File: config.mk
export PLATFORM = sky130hd
export DESIGN_NAME = elastic_buffer
export DESIGN_NICKNAME = d
export VERILOG_FILES = /design/src/rtl/elastic_buffer_pkg.sv /design/src/rtl/elastic_buffer_ptr.sv /design/src/rtl/elastic_buffer.sv
export SDC_FILE = /design/constraint.sdc
export NUM_CORES = 1
export LEC_CHECK = 0
export ABC_AREA = 1
export BUFFER_PORTS_ARGS = -buffer_cell sky130_fd_sc_hd__buf_4
export CORE_AREA = 2 2 127 92
export CTS_CLUSTER_SIZE = 40
export DETAILED_ROUTE_END_ITERATION = 10
export DIE_AREA = 0 0 129 94
export PLACE_DENSITY = 0.7
export SKIP_LAST_GASP = 1
export SYNTH_ARGS = -nofsm -noshare
export SYNTH_HDL_FRONTEND = slang
export SYNTH_HIERARCHICAL = 1
export SYNTH_SLANG_ARGS = --single-unit
File: constraint.sdc
create_clock -name clk -period 3 [get_ports clk]
set_input_delay 0.3 -clock clk [delete_from_list [all_inputs] [get_ports clk]]
set_output_delay 0.3 -clock clk [all_outputs]
set_load 0.02 [all_outputs]
File: src/rtl/elastic_buffer_pkg.sv
// elastic_pkg: shared types and helpers for the elastic FIFO slice.
package elastic_pkg;

  // Occupancy classes derived from the stored-entry count.
  typedef enum logic [1:0] {
    EMPTY,
    PARTIAL,
    FULL
  } elastic_state_t;

  // Pointer width: index bits plus one wrap bit.
  function automatic int unsigned ptr_width(input int unsigned depth);
    return $clog2(depth) + 1;
  endfunction

endpackage

File: src/rtl/elastic_buffer_ptr.sv
// elastic_ptr: wrap-bit pointer counter, counts modulo 2*DEPTH.
// DEPTH is a power of two, so a plain binary increment of the
// index-plus-wrap word toggles the wrap bit when the index wraps.
module elastic_ptr
  import elastic_pkg::*;
#(
  parameter int unsigned DEPTH = 4
) (
  input  logic                         clk,
  input  logic                         reset_n,
  input  logic                         clear,
  input  logic                         inc,
  output logic [ptr_width(DEPTH)-1:0]  o_ptr
);

  logic [ptr_width(DEPTH)-1:0] r_ptr;

  // Pointer register: async reset, synchronous clear dominates increment.
  always_ff @(posedge clk or negedge reset_n) begin
    if (!reset_n) begin
      r_ptr <= '0;
    end else if (clear) begin
      r_ptr <= '0;
    end else if (inc) begin
      r_ptr <= r_ptr + 1'b1;
    end
  end

  assign o_ptr = r_ptr;

endmodule

File: src/rtl/elastic_buffer.sv
// elastic_buffer: parametrised ready/valid elastic FIFO with level,
// almost-full and synchronous flush.
// Optional first-word fall-through bypass: define ELASTIC_BYPASS_EN.
module elastic_buffer
  import elastic_pkg::*;
#(
  parameter int unsigned WIDTH       = 32,
  parameter int unsigned DEPTH       = 4,
  parameter int unsigned ALMOST_FULL = DEPTH - 1
) (
  input  logic                       clk,
  input  logic                       reset_n,
  input  logic                       flush,
  input  logic                       input_valid,
  output logic                       input_ready,
  input  logic [WIDTH-1:0]           input_data,
  output logic                       output_valid,
  input  logic                       output_ready,
  output logic [WIDTH-1:0]           output_data,
  output logic [$clog2(DEPTH+1)-1:0] level,
  output logic                       almost_full
);

  localparam int unsigned PW = ptr_width(DEPTH);
  localparam int unsigned IW = PW - 1;
  localparam int unsigned LW = $clog2(DEPTH + 1);
  localparam logic [LW-1:0] AF_LEVEL = LW'(ALMOST_FULL);

  logic [WIDTH-1:0] r_mem [DEPTH];

  logic [PW-1:0]    w_wr_ptr;
  logic [PW-1:0]    w_rd_ptr;
  logic [IW-1:0]    w_wr_idx;
  logic [IW-1:0]    w_rd_idx;
  logic [PW-1:0]    w_diff;
  logic             w_empty;
  logic             w_full;
  elastic_state_t   w_state;
  logic             w_insert;
  logic             w_remove;
  logic             w_passthru;
  logic             w_wr_inc;
  logic             w_rd_inc;

  assign w_wr_idx = w_wr_ptr[IW-1:0];
  assign w_rd_idx = w_rd_ptr[IW-1:0];
  assign w_diff   = w_wr_ptr - w_rd_ptr;
  assign w_empty  = (w_wr_ptr == w_rd_ptr);
  assign w_full   = (w_wr_idx == w_rd_idx) && (w_wr_ptr[PW-1] != w_rd_ptr[PW-1]);

  // Occupancy class from registered pointers only.
  always_comb begin
    w_state = PARTIAL;
    if (w_empty) begin
      w_state = EMPTY;
    end else if (w_full) begin
      w_state = FULL;
    end
  end

  assign level       = LW'(w_diff);
  assign almost_full = (level >= AF_LEVEL);

  // Flush is the only combinational term on input_ready.
  assign input_ready = (w_state != FULL) && !flush;

`ifdef ELASTIC_BYPASS_EN
  // When empty the producer word is presented directly; if taken in the
  // same cycle it never touches storage or the pointers.
  assign output_valid = !flush && ((w_state != EMPTY) || input_valid);
  assign output_data  = (w_state == EMPTY) ? input_data : r_mem[w_rd_idx];
  assign w_passthru   = (w_state == EMPTY) && w_insert && w_remove;
`else
  assign output_valid = !flush && (w_state != EMPTY);
  assign output_data  = r_mem[w_rd_idx];
  assign w_passthru   = 1'b0;
`endif

  assign w_insert = input_valid && input_ready;
  assign w_remove = output_valid && output_ready;
  assign w_wr_inc = w_insert && !w_passthru;
  assign w_rd_inc = w_remove && !w_passthru;

  // Storage write; contents deliberately not reset.
  always_ff @(posedge clk) begin
    if (w_wr_inc) begin
      r_mem[w_wr_idx] <= input_data;
    end
  end

  elastic_ptr #(.DEPTH(DEPTH)) u_wr_ptr (
    .clk     (clk),
    .reset_n (reset_n),
    .clear   (flush),
    .inc     (w_wr_inc),
    .o_ptr   (w_wr_ptr)
  );

  elastic_ptr #(.DEPTH(DEPTH)) u_rd_ptr (
    .clk     (clk),
    .reset_n (reset_n),
    .clear   (flush),
    .inc     (w_rd_inc),
    .o_ptr   (w_rd_ptr)
  );

endmodule

Word level (Yosys, flattened, before mapping) --
Memory sizes are Yosys's and may differ from the RTL's. Cells that the tools add are included.
Storage, ports and cells: flip-flop bits (word level) 6, bits in writable memories 128, input port bits 37, output and inout bits 38, word-level logic and storage cells 28, memories kept 1
Cells by class: add/sub/neg operators 3, magnitude comparators 1, equality and inequality tests 4, muxes and demuxes 8, reductions and logical operators 9
Memories:
- r_mem | depth 4, bits a word 32, rd ports 1, clocked after Yosys merged registers in 0, wr ports 1, line elastic_buffer.sv:29 | logic [WIDTH-1:0] r_mem [DEPTH];
Operators with widths (number):
- $mux W3 | 4
- $add A3 B1 Y3 const B | 2
- $reduce_bool A2 Y1 | 3
- $logic_and A1 B1 Y1 | 5
- $mux W2 | 2
- $eq A3 B3 Y1 | 1
- $ge A3 B2 Y1 const B | 1
- $sub A3 B3 Y3 | 1
- $eq A2 B2 Y1 | 1
- $mux W1 | 2
- $ne A2 B2 Y1 const B | 1
- $logic_not A1 Y1 | 1
- $ne A1 B1 Y1 | 1

Depth between registers and ports, before layout --
depth after elaboration 9, depth in mapped cells 11, depth with buffers taken out 10

Modules after synthesis --
Netlist, hierarchy kept.
By module, submodules not included:
- elastic_buffer | instances 1, cells an instance 349, area each 5126.2 µm², seq. area each 3843.7 µm²
- elastic_ptr | instances 2, cells an instance 17, area each 142.6 µm², seq. area each 75.1 µm²

Least setup slack after synthesis --
Ideal clock, no wire load.
kind register to register, start register u_rd_ptr.r_ptr[1] (netlist: u_rd_ptr/o_ptr[1]), end memory r_mem[0][0] (enable), setup time 0.421 ns, data arrival time 2.732 ns, data required time 2.579 ns, slack -0.153 ns, cell stages (with the launch flop) 9, buffers on the path 1, period minus slack after synthesis 3.153 ns, cell sequence dfrtp_1 inv_2 buf_2 ha_1 nand2_1 inv_1 nand3_1 nand3_1 nor2_1
On the way: word-level cells in the longest chain between the ends 9, elaborated cells between the ends (all ways) 10, classes of those cells eq/ne: 3; mux: 4; reduce/logical: 3
RTL lines:
- start, declared | line elastic_buffer_ptr.sv:16 | logic [ptr_width(DEPTH)-1:0] r_ptr;
- start signal, assigned | line elastic_buffer_ptr.sv:25 | r_ptr <= r_ptr + 1'b1;
- $eq A2 B2 Y1 | line elastic_buffer.sv:49 | assign w_full = (w_wr_idx == w_rd_idx) && (w_wr_ptr[PW-1] != w_rd_ptr[PW-1]);
- $logic_and A1 B1 Y1 | line elastic_buffer.sv:49
- $mux W2 | line elastic_buffer.sv:56 | end else if (w_full) begin
- $mux W2 * | line elastic_buffer.sv:54 | if (w_empty) begin
- $ne A2 B2 Y1 * | line elastic_buffer.sv:65 | assign input_ready = (w_state != FULL) && !flush;
- $logic_and A1 B1 Y1 * | line elastic_buffer.sv:65
- $logic_and A1 B1 Y1 * | line elastic_buffer.sv:79 | assign w_insert = input_valid && input_ready;
- $mux W1 * | line elastic_buffer.sv:86 | if (w_wr_inc) begin
- $mux W1 (implied by the code) * | line elastic_buffer.sv:87 | r_mem[w_wr_idx] <= input_data;
- end, declared | line elastic_buffer.sv:29
Mark *: on every way between the ends. The rest lies on a longest branch, timed or not.

Worst setup path after layout --
start register u_rd_ptr.r_ptr[0] (netlist: u_rd_ptr/o_ptr[0]), end output output_data[0]
On the way: word-level cells in the longest chain between the ends 1
RTL lines:
- $mem_v2 Z4 W32
- end, declared | line elastic_buffer.sv:19 | output logic [WIDTH-1:0] output_data,
Every way passes these cells.

==> impl_metrics.toml <==
[timing]
finalSetupViolations = 0
tns_ns = 0
finalCritPeriodShare_pct = 83.4
worst_pin_slew_ns = 0.740
setup_ws_ns = 0.499
hold_viol_final = 0
slew_headroom_pct = 50.7
finalMaxSlewViolations = 0
skew_ns = 0.00894
whs_ns = 0.0841
max_freq_mhz = 400
rsz0062_at_grt = "false"
min_period_ns = 2.50

[power_and_ir_drop]
peakVddDrop_uv = 433
cellPowerDensity_nw_per_um2 = 750
power_mw = 5.11
p_leak_nw = 2.51

[route]
drt_drc_violations_left = 0
wl_mm = 11.0
vias_per_cell = 5.23
vias = 3301
drt_iter0_drc = 250
wl_per_cell_um = 17.4
ant_nets = 0
drtPass1Iterations = 4

[hold_path]
hp-class = "input pin to flop"

[synthesis]
yosysSeqAreaShare_pct = 73.8
yosys.area_share.xor_xnor_pct = 0
synth_cell_types = 23
synth_seq_cells = 134
yosys.area_share.simple_pct = 7.79
syn-num-nets = 425
synth_area_um2 = 5410
muxShareOfSynthArea_pct = 0
synth_compound_area_share_pct = 12.3
syn_avg_cell_area_um2 = 14.1
syn_inst = 383
synthAdderAreaFrac_pct = 1.29
synth_top_family_by_area = "compound AO/OA/AOI/OAI gates"
yosys_warnings = 6

[clock_tree]
cts-root-buf = "clkbuf_16"
numCtsBuffers = 17
cts-htree-levels = 4
tritoncts = "yes"
postCtsResizedCells = 0
cts_buffer_depth = 2
cts_setup_buffers = 0
clock_sinks = 134
cts.clk_slew.worst_paths_ns = 0.06
clk-insertion-delay-late_ns = 0.41

[critical_path]
crit_path_max_fanout = 68
critPathCaptureType = "output port"
crit_type = "flop to output port"
cp-start-kind = "flop"
arrival_ns = 2.20
cp_data_required_time_ns = 2.70

[finish]
layout.nets = 507
antenna_cells = 0
areaGrowthSynthToFinish_pct = 26.0
drive_above_1_share_pct = 31.8
final_util_pct = 62.8
fin_area_um2 = 6820
finalNonFillerCells = 631
seqCellArea_um2 = 4000
multi_input_area_um2 = 1190
fill_cells = 798

[grt]
grt_pass1_wl_mm = 17.2
grt-ovfl-total = 0
grt_max_degree = 69
grt_pass1_vias = 3267
antenna_found_initial = 0
grt_usage_pct = 19.5

[placement]
place_inst = 598
place.gp.congestion = 0.783
placed_cell_area_um2 = 6120
dp_slack_ns = 0.651
port_buffers = 74
hpwl_mm = 6.37

[floorplanning]
core_area_um2 = 10900
dieArea_um2 = 12100
die_y_um = 94
start_util_pct = 49.9
num_io_pins = 75
row_count = 32
die_w_um = 129

[job]
maxCapViolations = 0

[status]
outcome = "finished clean"
==> power by group <==
| part | total (mW) | leakage, nW | internal, mW | switching, mW |
|---|---|---|---|---|
| clock | 2.40 | 0.329 | 1.65 | 0.758 |
| sequential | 2.11 | 1.24 | 2.10 | 0.0147 |
| combinational | 0.596 | 0.942 | 0.226 | 0.370 |
==> flip-flops by register name (all words and copies together) (netlist names) <==
name / count
r_mem: 128
u_wr_ptr/o_ptr: 3
u_rd_ptr/o_ptr: 3
==> repair_timing <==
item / in CTS / in global routing
setup endpoints to repair: 0 / 0
endpoints found under the hold margin: 6 / 0
hold buffers: 1 / 0
==> path summary, 6_finish.rpt <==
path	start	endpoint	slack (ns)	cells past startpoint
min in group asynchronous	reset_n	u_wr_ptr/o_ptr[2]$_DFFE_PN0P_	0.22	2
worst max register to register	u_wr_ptr/o_ptr[0]$_DFFE_PN0P_	r_mem[2][11]$_DFFE_PP_	0.60	8
worst max-delay path	u_rd_ptr/o_ptr[0]$_DFFE_PN0P_	output_data[0]	0.50	5
max in group asynchronous	reset_n	u_rd_ptr/o_ptr[0]$_DFFE_PN0P_	2.65	2
worst min-delay path	input_data[7]	r_mem[3][7]$_DFFE_PP_	0.08	1
worst min register to register	u_wr_ptr/o_ptr[2]$_DFFE_PN0P_	u_wr_ptr/o_ptr[2]$_DFFE_PN0P_	0.60	2
==> cell usage in the layout, fill, tap and decap left out, drive strengths merged <==
cell and count:
dfrtp 6, clkinvlp 1, clkbuf 20, o22ai 32, o21ai 67, edfxtp 128
nor2 75, ha 4, fa 1, clkinv 3, dlygate4sd3 1, bufinv 7
nand3 9, nand2 18, inv 22, buf 81, a21oi 3
==> area by class of cell <==
| cell class | count | area share (%) |
|---|---|---|
| well taps | 153 | 2.81 |
| clock buffers | 20 | 6.40 |
| multi-input cells | 209 | 17.4 |
| clock inverters | 12 | 3.65 |
| flip-flops and latches | 134 | 58.6 |
| inverters | 21 | 1.34 |
| repair buffers | 82 | 9.80 |
==> kinds of logic after synthesis <==
| family | Yosys count |
|---|---|
| AO/OA/AOI/OAI | 102 |
| adder cells (fa/ha/maj) | 5 |
| buffers and inverters | 40 |
| flip-flops | 134 |
| AND/OR/NAND/NOR | 102 |
==> synth_stat cells, drive strengths merged <==
master	count	area, um2
a21oi	3	15.0
fa	1	20.0
nor2	75	309
dfrtp	6	150
nand2	18	67.6
inv	21	91.3
o21ai	67	380
edfxtp	128	3840
ha	4	50.1
clkbuf	1	3.75
o22ai	32	269
buf	18	166
nand3	9	45.0
==> critical path, stage by stage (launching register included) <==
cell	delay, ns
dfrtp_2	0.36
buf_4	0.57
inv_12	0.26
o21ai_0	0.27
o22ai_2	0.12
buf_4	0.17
==> metal layers <==
metal	wire (um)	global-route usage, %
met3	767	6.26
met5	0	0
met2	5210	30.1
met1	4920	26.5
met4	106	6.25
Note: power is estimated with default switching activity, not from simulation.
